**src/rtl/pcileech_sysctl_rstled_if.sv**
```systemverilog
`default_nettype none
// ============================================================================
// Module      : pcileech_sysctl_rstled_if
// Description : LED channel bundle between a board top and the PCILeech system
//               controller.
//                 led_mode       2*NUM_LEDS  per-LED mode, [2i+1:2i]
//                                            (00 off, 01 on, 10 blink,
//                                            11 activity)
//                 led_act        NUM_LEDS    activity pulse per LED
//                 led_pwron_inv  NUM_LEDS    XOR this LED with the power-on
//                                            blink
//                 led            NUM_LEDS    registered LED drive, active-high
//               master = board top / user logic, slave = system controller.
// Revision    : 1.0 - initial release
// ============================================================================
interface pcileech_sysctl_rstled_if #(
  parameter int NUM_LEDS = 2
);
  logic [2*NUM_LEDS-1:0] led_mode;
  logic [NUM_LEDS-1:0]   led_act;
  logic [NUM_LEDS-1:0]   led_pwron_inv;
  logic [NUM_LEDS-1:0]   led;

  modport master (
    output led_mode,
    output led_act,
    output led_pwron_inv,
    input  led
  );

  modport slave (
    input  led_mode,
    input  led_act,
    input  led_pwron_inv,
    output led
  );
endinterface
`default_nettype wire

```
**src/rtl/pcileech_sysctl_rstled.sv**
```systemverilog
`default_nettype none
// ============================================================================
// Module      : pcileech_sysctl_rstled
// Description : Board-level system controller shared by all PCILeech tops.
//               - free-running tick counter
//               - reset sequencer: async assert, two-flop synchronous
//                 deassert, timed hold, drives fabric reset and the active-low
//                 FT601/FT2232 reset pad
//               - N-channel LED driver with per-LED mode, activity pulse
//                 stretching and a one-shot power-on blink window
// Ports       : clk            system clock
//               rst            async active-high reset (PLL !locked / POR)
//               ext_rst_req_i  soft-reset request pulse (only with
//                              PCILEECH_SYSCTL_EXTRST_EN)
//               tickcount_o    free-running cycle count
//               rst_out_o      fabric reset, async assert / sync deassert
//               rst_out_n_o    inverted rst_out_o for the FT601 reset pad
//               pwron_blink_o  blink during the power-on window, else 0
//               led_if         LED bundle (slave side)
// Config      : define PCILEECH_SYSCTL_EXTRST_EN to add the ext_rst_req_i
//               soft-reset path; without it rst_out_o follows rst only.
// Revision    : 1.0 - initial release
// ============================================================================
module pcileech_sysctl_rstled #(
  parameter int TICK_W    = 64,
  parameter int RST_HOLD  = 64,
  parameter int NUM_LEDS  = 2,
  parameter int BLINK_BIT = 24,
  parameter int PWRON_BIT = 27,
  parameter int STRETCH_W = 22
) (
  input  wire                 clk,
  input  wire                 rst,
`ifdef PCILEECH_SYSCTL_EXTRST_EN
  input  wire                 ext_rst_req_i,
`endif
  output logic [TICK_W-1:0]   tickcount_o,
  output logic                rst_out_o,
  output logic                rst_out_n_o,
  output logic                pwron_blink_o,
  pcileech_sysctl_rstled_if.slave led_if
);

  localparam logic [15:0]          c_HOLD_TGT    = 16'(RST_HOLD);
  localparam logic [STRETCH_W-1:0] c_STRETCH_MAX = {STRETCH_W{1'b1}};

  typedef enum logic [0:0] {
    ST_HOLD = 1'b0,
    ST_RUN  = 1'b1
  } state_t;

  // --------------------------------------------------------------------------
  // State
  // --------------------------------------------------------------------------
  logic [TICK_W-1:0]                   tick_q,        tick_d;
  logic                                rst_meta_q,    rst_sync_q;
  state_t                              state_q,       state_d;
  logic [15:0]                         hold_q,        hold_d;
  logic                                rst_out_q,     rst_out_d;
  logic                                pwron_done_q,  pwron_done_d;
  logic                                pwron_blink_q, pwron_blink_d;
  logic [NUM_LEDS-1:0][STRETCH_W-1:0]  stretch_q,     stretch_d;
  logic [NUM_LEDS-1:0]                 led_q,         led_d;
  logic                                w_ext_req;

`ifdef PCILEECH_SYSCTL_EXTRST_EN
  assign w_ext_req = ext_rst_req_i;
`else
  assign w_ext_req = 1'b0;
`endif

  always_ff @(posedge clk or posedge rst) begin
    if (rst) begin
      tick_q        <= '0;
      rst_meta_q    <= 1'b1;
      rst_sync_q    <= 1'b1;
      state_q       <= ST_HOLD;
      hold_q        <= '0;
      rst_out_q     <= 1'b1;
      pwron_done_q  <= 1'b0;
      pwron_blink_q <= 1'b0;
      stretch_q     <= '0;
      led_q         <= '0;
    end else begin
      tick_q        <= tick_d;
      rst_meta_q    <= 1'b0;
      rst_sync_q    <= rst_meta_q;
      state_q       <= state_d;
      hold_q        <= hold_d;
      rst_out_q     <= rst_out_d;
      pwron_done_q  <= pwron_done_d;
      pwron_blink_q <= pwron_blink_d;
      stretch_q     <= stretch_d;
      led_q         <= led_d;
    end
  end

  // --------------------------------------------------------------------------
  // Tick counter and power-on window
  // --------------------------------------------------------------------------
  assign tick_d        = tick_q + TICK_W'(1);
  // The window closes for good on the first PWRON_BIT set; the sticky flag
  // keeps it from reopening after the tick counter wraps.
  assign pwron_done_d  = pwron_done_q | tick_q[PWRON_BIT];
  assign pwron_blink_d = tick_q[BLINK_BIT] & ~pwron_done_d;

  // --------------------------------------------------------------------------
  // Reset sequencer
  // The hold counter only starts once the reset has passed the two-flop
  // synchroniser, so the hold time is measured from a clean, synchronous
  // deassertion.
  // --------------------------------------------------------------------------
  always_comb begin
    state_d = state_q;
    hold_d  = hold_q;
    case (state_q)
      ST_HOLD: begin
        if (w_ext_req) begin
          hold_d = '0;
        end else if (!rst_sync_q) begin
          hold_d = hold_q + 16'd1;
          if (hold_q + 16'd1 == c_HOLD_TGT) begin
            state_d = ST_RUN;
          end
        end
      end
      ST_RUN: begin
        if (w_ext_req) begin
          state_d = ST_HOLD;
          hold_d  = '0;
        end
      end
      default: begin
        state_d = ST_HOLD;
        hold_d  = '0;
      end
    endcase
  end

  assign rst_out_d = (state_d == ST_HOLD);

  // --------------------------------------------------------------------------
  // LED channels
  // Stretch counters run in every mode so that switching back to activity
  // shows any activity that is still being stretched. LEDs are forced off
  // in the same cycle the fabric reset is high.
  // --------------------------------------------------------------------------
  generate
    for (genvar gi = 0; gi < NUM_LEDS; gi++) begin : g_led
      logic [1:0] w_mode;
      logic       w_base;

      assign w_mode = led_if.led_mode[2*gi +: 2];

      assign stretch_d[gi] = led_if.led_act[gi]      ? c_STRETCH_MAX :
                             (stretch_q[gi] != '0)   ? stretch_q[gi] - STRETCH_W'(1) :
                                                       '0;

      always_comb begin
        w_base = 1'b0;
        case (w_mode)
          2'b00:   w_base = 1'b0;
          2'b01:   w_base = 1'b1;
          2'b10:   w_base = tick_q[BLINK_BIT];
          default: w_base = (stretch_q[gi] != '0) | led_if.led_act[gi];
        endcase
      end

      assign led_d[gi] = rst_out_d ? 1'b0
                                   : (w_base ^ (led_if.led_pwron_inv[gi] & pwron_blink_d));
    end
  endgenerate

  // --------------------------------------------------------------------------
  // Outputs
  // --------------------------------------------------------------------------
  assign tickcount_o   = tick_q;
  assign rst_out_o     = rst_out_q;
  assign rst_out_n_o   = ~rst_out_q;
  assign pwron_blink_o = pwron_blink_q;
  assign led_if.led    = led_q;

endmodule
`default_nettype wire

```
**src/flat_wrapper.sv**
```systemverilog
// flat-port wrapper written by rule: the top's interface ports become plain ports
module pcileech_sysctl_rstled_flat 
#(
  parameter int TICK_W    = 64,
  parameter int RST_HOLD  = 64,
  parameter int NUM_LEDS  = 2,
  parameter int BLINK_BIT = 24,
  parameter int PWRON_BIT = 27,
  parameter int STRETCH_W = 22
)
  (clk, rst, tickcount_o, rst_out_o, rst_out_n_o, pwron_blink_o, led_if_led_mode, led_if_led_act, led_if_led_pwron_inv, led_if_led);
  pcileech_sysctl_rstled_if #(.NUM_LEDS(NUM_LEDS)) led_if_i ();
  input  wire clk;
  input  wire rst;
  output logic [TICK_W-1:0] tickcount_o;
  output logic rst_out_o;
  output logic rst_out_n_o;
  output logic pwron_blink_o;
  input wire logic [$bits(led_if_i.led_mode)-1:0] led_if_led_mode;
  input wire logic [$bits(led_if_i.led_act)-1:0] led_if_led_act;
  input wire logic [$bits(led_if_i.led_pwron_inv)-1:0] led_if_led_pwron_inv;
  output wire logic [$bits(led_if_i.led)-1:0] led_if_led;
  assign led_if_i.led_mode = led_if_led_mode;
  assign led_if_i.led_act = led_if_led_act;
  assign led_if_i.led_pwron_inv = led_if_led_pwron_inv;
  assign led_if_led = led_if_i.led;
  pcileech_sysctl_rstled #(.TICK_W(TICK_W), .RST_HOLD(RST_HOLD), .NUM_LEDS(NUM_LEDS), .BLINK_BIT(BLINK_BIT), .PWRON_BIT(PWRON_BIT), .STRETCH_W(STRETCH_W)) u_core (.clk(clk), .rst(rst), .tickcount_o(tickcount_o), .rst_out_o(rst_out_o), .rst_out_n_o(rst_out_n_o), .pwron_blink_o(pwron_blink_o), .led_if(led_if_i));
endmodule
```
**config.mk**
```make
export PLATFORM = sky130hd
export DESIGN_NAME = pcileech_sysctl_rstled_flat
export DESIGN_NICKNAME = d
export VERILOG_FILES = /design/src/rtl/pcileech_sysctl_rstled_if.sv /design/src/rtl/pcileech_sysctl_rstled.sv /design/src/flat_wrapper.sv
export SDC_FILE = /design/constraint.sdc
export NUM_CORES = 1
export LEC_CHECK = 0
export BUFFER_PORTS_ARGS = -buffer_cell sky130_fd_sc_hd__buf_2
export CAP_MARGIN = 20
export CORE_MARGIN = 2
export CORE_UTILIZATION = 62
export DETAILED_ROUTE_END_ITERATION = 10
export PLACE_DENSITY_LB_ADDON = 0.2
export SYNTH_ARGS = -nofsm -noshare
export SYNTH_HDL_FRONTEND = slang
export SYNTH_SLANG_ARGS = --single-unit
```
**constraint.sdc**
```tcl
create_clock -name clk -period 12.2 [get_ports clk]
set_input_delay 1.83 -clock clk [delete_from_list [all_inputs] [get_ports clk]]
set_output_delay 1.83 -clock clk [all_outputs]
set_load 0.02 [all_outputs]
```
==> impl_metrics.tcl, run 1 <==
set metrics [dict create \
    status "complete, no violations" \
    slowest_stage "dfrtp_1" \
    dp.cells 788 \
    cp-endpoint "tickcount_o[24]" \
    num_antenna_cells 0 \
    synth_top_area_share 0.5144 \
    ys.flop_type "dfrtp_1" \
    relSlewSlack 0.3256 \
    root_buffer "clkbuf_8" \
    synth-async-reset-ratio 1.000 \
    worstPathMaxFanout 7 \
    endpoint_kind "primary output" \
    clkTransAtPathRegs_ps 60 \
    post_cts_buffers 0 \
    tritoncts "built" \
    p_per_area_mw_per_mm2 138.3 \
    synth_nets 609 \
    syn_area_per_cell_um2 10.57 \
    cts_resized 0 \
    p_leak_nw 3.345 \
    cp-start-kind "flop" \
    path_delay_family "flip-flops" \
    syn-cell-area_mm2 0.006276 \
    crit_arrival_ps 1270 \
    vias 4541 \
    r2r_setup_slack_ps 9340 \
    numCtsBuffers 17 \
    fin_crit_ps 3096 \
    ys_warn_count 0 \
    r2r_end "u_core.tickcount_o[46]$_DFF_PP0_" \
    first_pass_iters 6 \
    pwr-share-comb 0.057 \
    dieArea_mm2 0.01094 \
    rsz0062_at_grt "false" \
    htree_levels 4 \
    final_nets 689 \
    drv_cap 0 \
    gp_congestion 0.8258 \
    grt_start_max_net_pins 75 \
    utilization 0.7449 \
    yosys_register_bits 132 \
    worst_pin_slew_ps 1007 \
    antenna_found_initial 0 \
    r2r_start "u_core.tickcount_o[0]$_DFF_PP0_" \
    hold_class "flop to flop" \
    max_freq_mhz 323.0 \
    synth-edff-count 0 \
    clkLatencyLatePin_ps 530 \
    syn_to_final_growth_pct 16.55 \
    setup_viol 0 \
    die_y_um 104.6 \
    cts.sinks 132 \
    yosysUniqueCellTypes 52 \
    cp_num_buf_inv 1 \
    die_x_um 104.6 \
    fin_skew_ps 7.643 \
    yosysSeqAreaShare 0.5269 \
    min_path_cells 0 \
    critPathLaunch "u_core.tickcount_o[24]$_DFF_PP0_" \
    hold_viol 0 \
    clk_path_buf_depth 2 \
    pwr-share-seq 0.469 \
    grt_pass1_wl_um 21690 \
    num_rows 36 \
    synth_area_leader_cell "dfrtp_1" \
    slew_violations 0 \
    drc 0 \
    finalPower_mw 1.011 \
    synth_cells 594 \
    slowest_delay_ps 510 \
    vias_per_cell 5.538 \
    crit_chain "buf_2" \
    clockPowerShare 0.473 \
    p_sw_frac 0.2409 \
    critPathKind "flop to primary output" \
    r2r_cells 7 \
    drtIter0Drc 228 \
    grt.overflow.total 0 \
    layout-drive-gt1-share 0.1951 \
    crit_required_ps 10370 \
    grt_pass1_vias 4515 \
    stdcell_count 820 \
    crit_cells 1 \
    core_area_mm2 0.009819 \
    io_buffer_count 78 \
    placed_area_mm2 0.006758 \
    drtAntennaViolNets 0 \
    wirelength_um 12720 \
    cts_hold_buf 0 \
    initial_utilization 0.6391 \
    p_sw_mw 0.2436 \
    fin_area_mm2 0.007315 \
    yosysMostFrequentCell "dfrtp_1" \
    p_int_mw 0.7676 \
    fin_tns_setup_ps 0 \
    gr-usage-all-layers 0.2477 \
    yosys-top-cells-area "dfrtp_1, xnor2_1, xor2_1" \
    dp_hpwl_um 8368 \
    peakVddDrop_mv 0.1076 \
    io-pin-count 79 \
    period_share 0.2538 \
    synthTopCellsByCount "dfrtp_1, xnor2_1, nor2_1" \
    wire_per_inst_um 15.51 \
]
==> sequential cells by signal, indices dropped and copies added, names as in the netlist <==
name                  cells
u_core.tickcount_o       64
u_core.stretch_q         44
u_core.pwron_done_q       1
u_core.rst_sync_q         1
u_core.state_q            1
u_core.rst_out_o          1
u_core.pwron_blink_o      1
u_core.hold_q            16
u_core.rst_meta_q         1
u_core.led_if.led         2
==> routing by layer <==
metal  global-route usage  share of wire  up-vias
li1                     -              -     2184
met1               0.3262           0.44     2219
met2               0.3894           0.48      119
met3              0.08110          0.060       19
met4              0.08476          0.015        0
met5                    0              0        -
==> logic make-up after synthesis <==
group / Yosys count / synth area share
AOI/OAI and AO/OA: 47 / 0.05024
xor gates and xnor gates: 118 / 0.1647
adders and majority gates: 5 / 0.009968
buffers and inverters: 35 / 0.02372
DFF: 132 / 0.5269
muxes: 7 / 0.01136
other: 1 / 0.0005975
and+or+nand+nor: 249 / 0.2125
==> final cells by class <==
cell class	count	area [um2]
clock buffer	18	417.9
clock inverter	14	138.9
tap	133	166.4
sequential	132	3307
inverter	17	66.31
timing repair buffer	79	397.9
fill	727	2505
multi-input combinational	427	2820
==> worst min-delay path by stage <==
stage,start,endpoint
6_report,u_core.rst_meta_q$_DFF_PP1_,u_core.rst_sync_q$_DFF_PP1_
3_3_place_gp,u_core.rst_meta_q$_DFF_PP1_,u_core.rst_sync_q$_DFF_PP1_
3_5_place_dp,u_core.rst_meta_q$_DFF_PP1_,u_core.rst_sync_q$_DFF_PP1_
2_1_floorplan,u_core.rst_meta_q$_DFF_PP1_,u_core.rst_sync_q$_DFF_PP1_
5_1_grt,u_core.rst_meta_q$_DFF_PP1_,u_core.rst_sync_q$_DFF_PP1_
4_1_cts,u_core.rst_meta_q$_DFF_PP1_,u_core.rst_sync_q$_DFF_PP1_
==> per-stage QoR <==
step	setup WS (ps)	hold WS, ps
final	9104	360.8
after global routing	9038	368.9
after CTS	9066	360.7
after detailed placement	8795	349.1
after global placement	8837	346.9
after floorplan	6849	345.2
==> power groups by stage <==
stage	Sequential [mW]	Combinational, mW	Clock (mW)
floorplan	0.470	0.0559	0
global placement	0.481	0.0566	0
detailed placement	0.482	0.0583	0
CTS	0.475	0.0590	0.486
global route	0.477	0.0670	0.506
finish	0.475	0.0580	0.478
==> cells in the final DEF (no fill, tap or decap), types with 5 or more instances in the layout <==
cell / netlist / layout
and2_1: 6 / 6
buf_2: 2 / 78
nor2_1: 50 / 50
ha_1: 5 / 5
and4_1: 5 / 5
xnor2_1: 73 / 73
inv_1: 17 / 16
nor4_1: 8 / 8
xor2_1: 45 / 45
clkinv_2: 0 / 6
and3_1: 16 / 16
nand3_1: 33 / 33
or3_1: 9 / 9
nand4_1: 20 / 20
o21ai_0: 17 / 17
clkbuf_16: 0 / 16
mux2i_1: 6 / 6
nand2_1: 48 / 48
nor3_1: 24 / 24
dfrtp_1: 129 / 129
o21bai_1: 17 / 17
No activity file was read; power rests on OpenSTA's default activity.
==> run 2: changes to the inputs <==
CORE_UTILIZATION = 58   (was 62)
clock period = 3.2 ns   (was 12.2 ns; I/O delays follow)
==> run 2 against run 1 <==
Compared with the run above: final cell count up 0.73%; clock power rose to 3.5 times the previous value; count of clock-buffer cells in the layout is 1 higher; sequential cell count is the same; routed wire length is 5.2% lower; global-route usage fell by 2.0 points; non-clock buffer count up 3; clock skew shrank 2.5 ps; die area up 6.6%; power grew to 3.7 times the previous value; critical endpoint is now u_core.stretch_q[6]$_DFF_PP0_; largest power group is now registers.
==> impl_metrics.tcl, run 2 (same netlist as run 1, synthesis figures left out) <==
set metrics [dict create \
    status "complete, no violations" \
    layout-drive-gt1-share 0.1986 \
    clkLatencyLatePin_ps 530 \
    clockPowerShare 0.452 \
    antenna_found_initial 0 \
    io_buffer_count 78 \
    drtIter0Drc 275 \
    finalPower_mw 3.700 \
    mostFrequentLayoutCells "dfrtp_1, buf_2, xnor2_1" \
    drv_cap 0 \
    worstPathMaxFanout 11 \
    relSlewSlack 0.5271 \
    busiest_layer "met2" \
    worst_pin_slew_ps 706.7 \
    die_x_um 108.0 \
    period_share 0.7768 \
    final_nets 692 \
    final_common_cell "dfrtp_1" \
    cts_hold_buf 0 \
    p_sw_frac 0.2454 \
    cts_resized 0 \
    cts.sinks 132 \
    wirelength_um 12060 \
    initial_utilization 0.6025 \
    setup_viol 0 \
    p_sw_mw 0.9079 \
    rsz0062_at_grt "false" \
    vias 4477 \
    p_per_area_mw_per_mm2 505.7 \
    slew_violations 0 \
    root_buffer "clkbuf_8" \
    crit_required_ps 3610 \
    largest_reg_flops 64 \
    grt_pass1_wl_um 20500 \
    syn_to_final_growth_pct 16.57 \
    io-pin-count 79 \
    die_y_um 108.0 \
    slowest_delay_ps 560 \
    num_antenna_cells 0 \
    cp-start-kind "flop" \
    clk_path_buf_depth 2 \
    core_area_mm2 0.01042 \
    crit_chain "or3_2 -> nor4_1 -> and2_1 -> buf_4 -> o21bai_1" \
    dieArea_mm2 0.01167 \
    htree_levels 4 \
    post_cts_buffers 0 \
    gp_congestion 0.8402 \
    fin_tns_setup_ps 0 \
    clkTransAtPathRegs_ps 60 \
    pwr-share-comb 0.059 \
    met2_usage 0.3450 \
    grt_start_max_net_pins 133 \
    vias_per_cell 5.420 \
    fill_cells 758 \
    fin_skew_ps 5.175 \
    wire_per_inst_um 14.60 \
    slowest_stage "nor4_1" \
    gr-usage-all-layers 0.2272 \
    hold_viol 0 \
    pwr-share-seq 0.489 \
    first_pass_iters 4 \
    met1_usage 0.2949 \
    dp_hpwl_um 8133 \
    met3_usage 0.07836 \
    numCtsBuffers 17 \
    drtAntennaViolNets 0 \
    critPathKind "flop to flop" \
    num_rows 37 \
    fin_crit_ps 2486 \
    peakVddDrop_mv 0.4341 \
    max_freq_mhz 402.3 \
    crit_arrival_ps 2890 \
    tritoncts "built" \
    grt.overflow.total 0 \
    hold_class "input port to async pin" \
    endpoint_kind "flop" \
    p_leak_nw 3.341 \
    drc 0 \
    grt_pass1_vias 4391 \
    p_int_mw 2.792 \
]
run 2: cell types whose count changed in the layout (fill, tap and decap cells not counted):
cell,previous run,this run
buf_12,0,1
clkinvlp_4,3,5
inv_4,1,0
inv_6,0,1
clkbuf_8,1,2
bufinv_16,2,0
clkinv_4,3,2
buf_4,1,3
run 2: cell type report:
type | instances | area, um2 | share of cell area
Clock inverter | 13 | 86.33 | 0.01180
Multi-Input combinational cell | 427 | 2820 | 0.3855
Inverter | 17 | 67.56 | 0.009236
Clock buffer | 19 | 431.7 | 0.05900
Tap cell | 136 | 170.2 | 0.02326
Sequential cell | 132 | 3307 | 0.4520
Timing Repair Buffer | 82 | 432.9 | 0.05918
run 2: layer usage:
metal,share of wire,up-vias
met5,0,-
met4,0.025,0
met3,0.059,29
met2,0.47,111
met1,0.45,2142
li1,-,2195
run 2: path summary, 6_finish.rpt:
path,end,slack (ps),cells after the start,startpoint
worst max-delay path,u_core.stretch_q[6]$_DFF_PP0_,710,5,u_core.stretch_q[16]$_DFF_PP0_
worst min-delay path,u_core.stretch_q[12]$_DFF_PP0_,140,3,rst
worst max register to register,u_core.stretch_q[6]$_DFF_PP0_,710,5,u_core.stretch_q[16]$_DFF_PP0_
worst min register to register,u_core.rst_sync_q$_DFF_PP1_,360,0,u_core.rst_meta_q$_DFF_PP1_
max in group asynchronous,u_core.tickcount_o[34]$_DFF_PP0_,2560,3,rst
min in group clk,u_core.led_if.led[1]$_DFF_PP0_,280,4,led_if_led_pwron_inv[1]
run 2: metrics by stage:
step | cells | cell area [um2] | util | setup WS [ps] | hold WS (ps)
finish | 826 | 7316 | 0.7023 | 714.2 | 137.0
global route | 826 | 7316 | 0.7023 | 579.3 | 195.3
CTS | 826 | 7316 | 0.7023 | 733.9 | 171.2
detailed placement | 794 | 6798 | 0.6526 | 755.6 | 349.7
global placement | 794 | 6798 | 0.6526 | 838.7 | 347.1
floorplan | 594 | 6280 | - | 1011 | 345.2
run 2: critical path, delay by kind of cell, from the launching register on:
family	cells	cell delay [ps]
compound gates	1	90
buf+inv	1	240
flops	1	420
simple gates	3	1610
run 2: power groups by stage:
stage                     registers, mW  logic [mW]  clock network [mW]
final                              1.81       0.217                1.67
after CTS                          1.81       0.221                1.72
after floorplan                    1.79       0.214                   0
after global placement             1.83       0.215                   0
after detailed placement           1.84       0.223                   0
after global routing               1.82       0.250                1.80
==> run 3: changes to the inputs <==
clock period = 2.4 ns   (was 3.2 ns; I/O delays follow)
==> run 3 against run 2 <==
Compared with the run above: sequential power grew 34%; sequential share of layout area down 1.5 points; via count grew 3.7%; final cell count increased by 1.9%; clock skew is essentially flat; worst setup slack got worse by 570 ps; routed wire length grew 6.8%; hold slack improved by 38 ps; final area grew 3.5%; count of clock-buffer cells in the layout increased by 4; critical endpoint is now u_core.stretch_q[41]$_DFF_PP0_; largest cell class unchanged; highest routed layer unchanged.
==> impl_metrics.tcl, run 3 (same netlist as run 1, synthesis figures left out) <==
set metrics [dict create \
    grt_pass1_vias 4657 \
    fin_tns_setup_ps 0 \
    final_common_cell "dfrtp_1" \
    cp_num_buf_inv 0 \
    peakVddDrop_mv 0.5681 \
    drtAntennaViolNets 0 \
    layout-drive-gt1-share 0.2125 \
    worstPathMaxFanout 4 \
    largest_reg_flops 64 \
    core_area_mm2 0.01042 \
    whs_ps 175.0 \
    p_leak_nw 3.475 \
    status "complete, no violations" \
    rsz0062_at_grt "false" \
    wirelength_um 12880 \
    drv_cap 0 \
    max_freq_mhz 442.6 \
    numCtsBuffers 17 \
    gp_congestion 0.8404 \
    first_pass_iters 4 \
    num_antenna_cells 0 \
    grt_pass1_wl_um 21720 \
    clk_path_buf_depth 2 \
    cts.sinks 132 \
    slowest_stage "or4_4" \
    wire_per_inst_um 15.29 \
    dp_hpwl_um 8575 \
    antenna_found_initial 0 \
    cts_resized 0 \
    vias_per_cell 5.513 \
    die_x_um 108.0 \
    mostFrequentLayoutCells "dfrtp_1, buf_2, xnor2_1" \
    critPathKind "flop to flop" \
    relSlewSlack 0.6255 \
    drc 0 \
    htree_levels 4 \
    slowest_delay_ps 450 \
    dieArea_mm2 0.01167 \
    clkTransAtPathRegs_ps 60 \
    clkLatencyLatePin_ps 520 \
    cp-start-kind "flop" \
    grt.overflow.total 0 \
    syn_to_final_growth_pct 20.59 \
    hold_viol 0 \
    period_share 0.9414 \
    critPathLaunch "u_core.stretch_q[34]$_DFF_PP0_" \
    hold_class "input port to flop" \
    setup_viol 0 \
    grt_start_max_net_pins 89 \
    num_rows 37 \
    crit_required_ps 2800 \
    io_buffer_count 78 \
    fin_crit_ps 2259 \
    path_delay_family "simple AND/OR/NAND/NOR gates" \
    p_per_area_mw_per_mm2 715.5 \
    final_nets 709 \
    crit_chain "or3_1 -> or4_4 -> or3_4 -> nor3_1 -> mux2i_1 -> nand2_1" \
    initial_utilization 0.6025 \
    root_buffer "clkbuf_8" \
    gr-usage-all-layers 0.2372 \
    crit_arrival_ps 2660 \
    drtIter0Drc 285 \
    io-pin-count 79 \
    vias 4642 \
    r2r_start "u_core.stretch_q[34]$_DFF_PP0_" \
    worst_pin_slew_ps 561.8 \
    tritoncts "built" \
    endpoint_kind "flop" \
    slew_violations 0 \
    fin_skew_ps 5.144 \
    worstHoldStart "led_if_led_pwron_inv[1]" \
    die_y_um 108.0 \
]
-- run 3: cell types whose count changed in the layout (fill, tap and decap cells not counted) --
| cell | before | now |
|---|---|---|
| clkbuf_1 | 1 | 3 |
| inv_6 | 1 | 0 |
| clkinv_2 | 6 | 1 |
| clkinvlp_4 | 5 | 3 |
| buf_4 | 3 | 17 |
| clkbuf_8 | 2 | 4 |
| dlygate4sd3_1 | 0 | 1 |
| buf_12 | 1 | 3 |
| bufinv_16 | 0 | 4 |
| clkinv_4 | 2 | 1 |
-- run 3: routing by layer --
| metal | vias to the layer above | track usage | wire, um |
|---|---|---|---|
| li1 | 2229 | - | - |
| met1 | 2284 | 0.2952 | 5623 |
| met2 | 109 | 0.3881 | 6315 |
| met3 | 20 | 0.07896 | 680 |
| met4 | 0 | 0.08608 | 257 |
| met5 | - | 0 | 0 |
-- run 3: final timing paths --
| path | endpoint | slack (ps) | cells after the start |
|---|---|---|---|
| worst max register to register | u_core.stretch_q[41]$_DFF_PP0_ | 140 | 6 |
| min in group asynchronous | u_core.led_if.led[0]$_DFF_PP0_ | 560 | 4 |
| worst min register to register | u_core.rst_sync_q$_DFF_PP1_ | 360 | 0 |
| worst max-delay path | u_core.stretch_q[41]$_DFF_PP0_ | 140 | 6 |
| worst min-delay path | u_core.led_if.led[1]$_DFF_PP0_ | 170 | 4 |
| max in group asynchronous | u_core.tickcount_o[19]$_DFF_PP0_ | 1400 | 4 |
-- run 3: metrics by stage --
step                      power (mW)  instance area (um2)  cells    util  worst slack (ps)
final                          5.415                 7569    842  0.7266             140.6
after global routing           5.619                 7569    842  0.7266             31.20
after CTS                      5.469                 7569    842  0.7266             128.2
after detailed placement       2.760                 6943    810  0.6665             138.8
after global placement         2.738                 6943    810  0.6665             196.3
after floorplan                2.676                 6280    594       -             211.1
-- run 3: worst register-to-register path, delay by kind of cell (launching register included) --
kind	cells	cell delay [ps]
flops	1	390
mux	1	220
simple gates	5	1540
-- run 3: cell type report --
class / count / area [um2]
clock buffers: 23 / 466.7
well taps: 136 / 170.2
flip-flops and latches: 132 / 3307
repair buffers: 99 / 588.1
inverters: 17 / 67.56
clock inverters: 8 / 148.9
fillers: 764 / 2848
multi-input cells: 427 / 2820
-- run 3: power breakdown --
part / switching, mW / internal, mW / leakage, nW
logic: 0.168 / 0.143 / 1.60
registers: 0.116 / 2.30 / 1.59
clock network: 0.923 / 1.77 / 0.294
-- run 3: what timing repair did --
item,4_1_cts,5_1_grt
buffers inserted,0,0
hold endpoints to repair,16,0
hold buffers,1,0
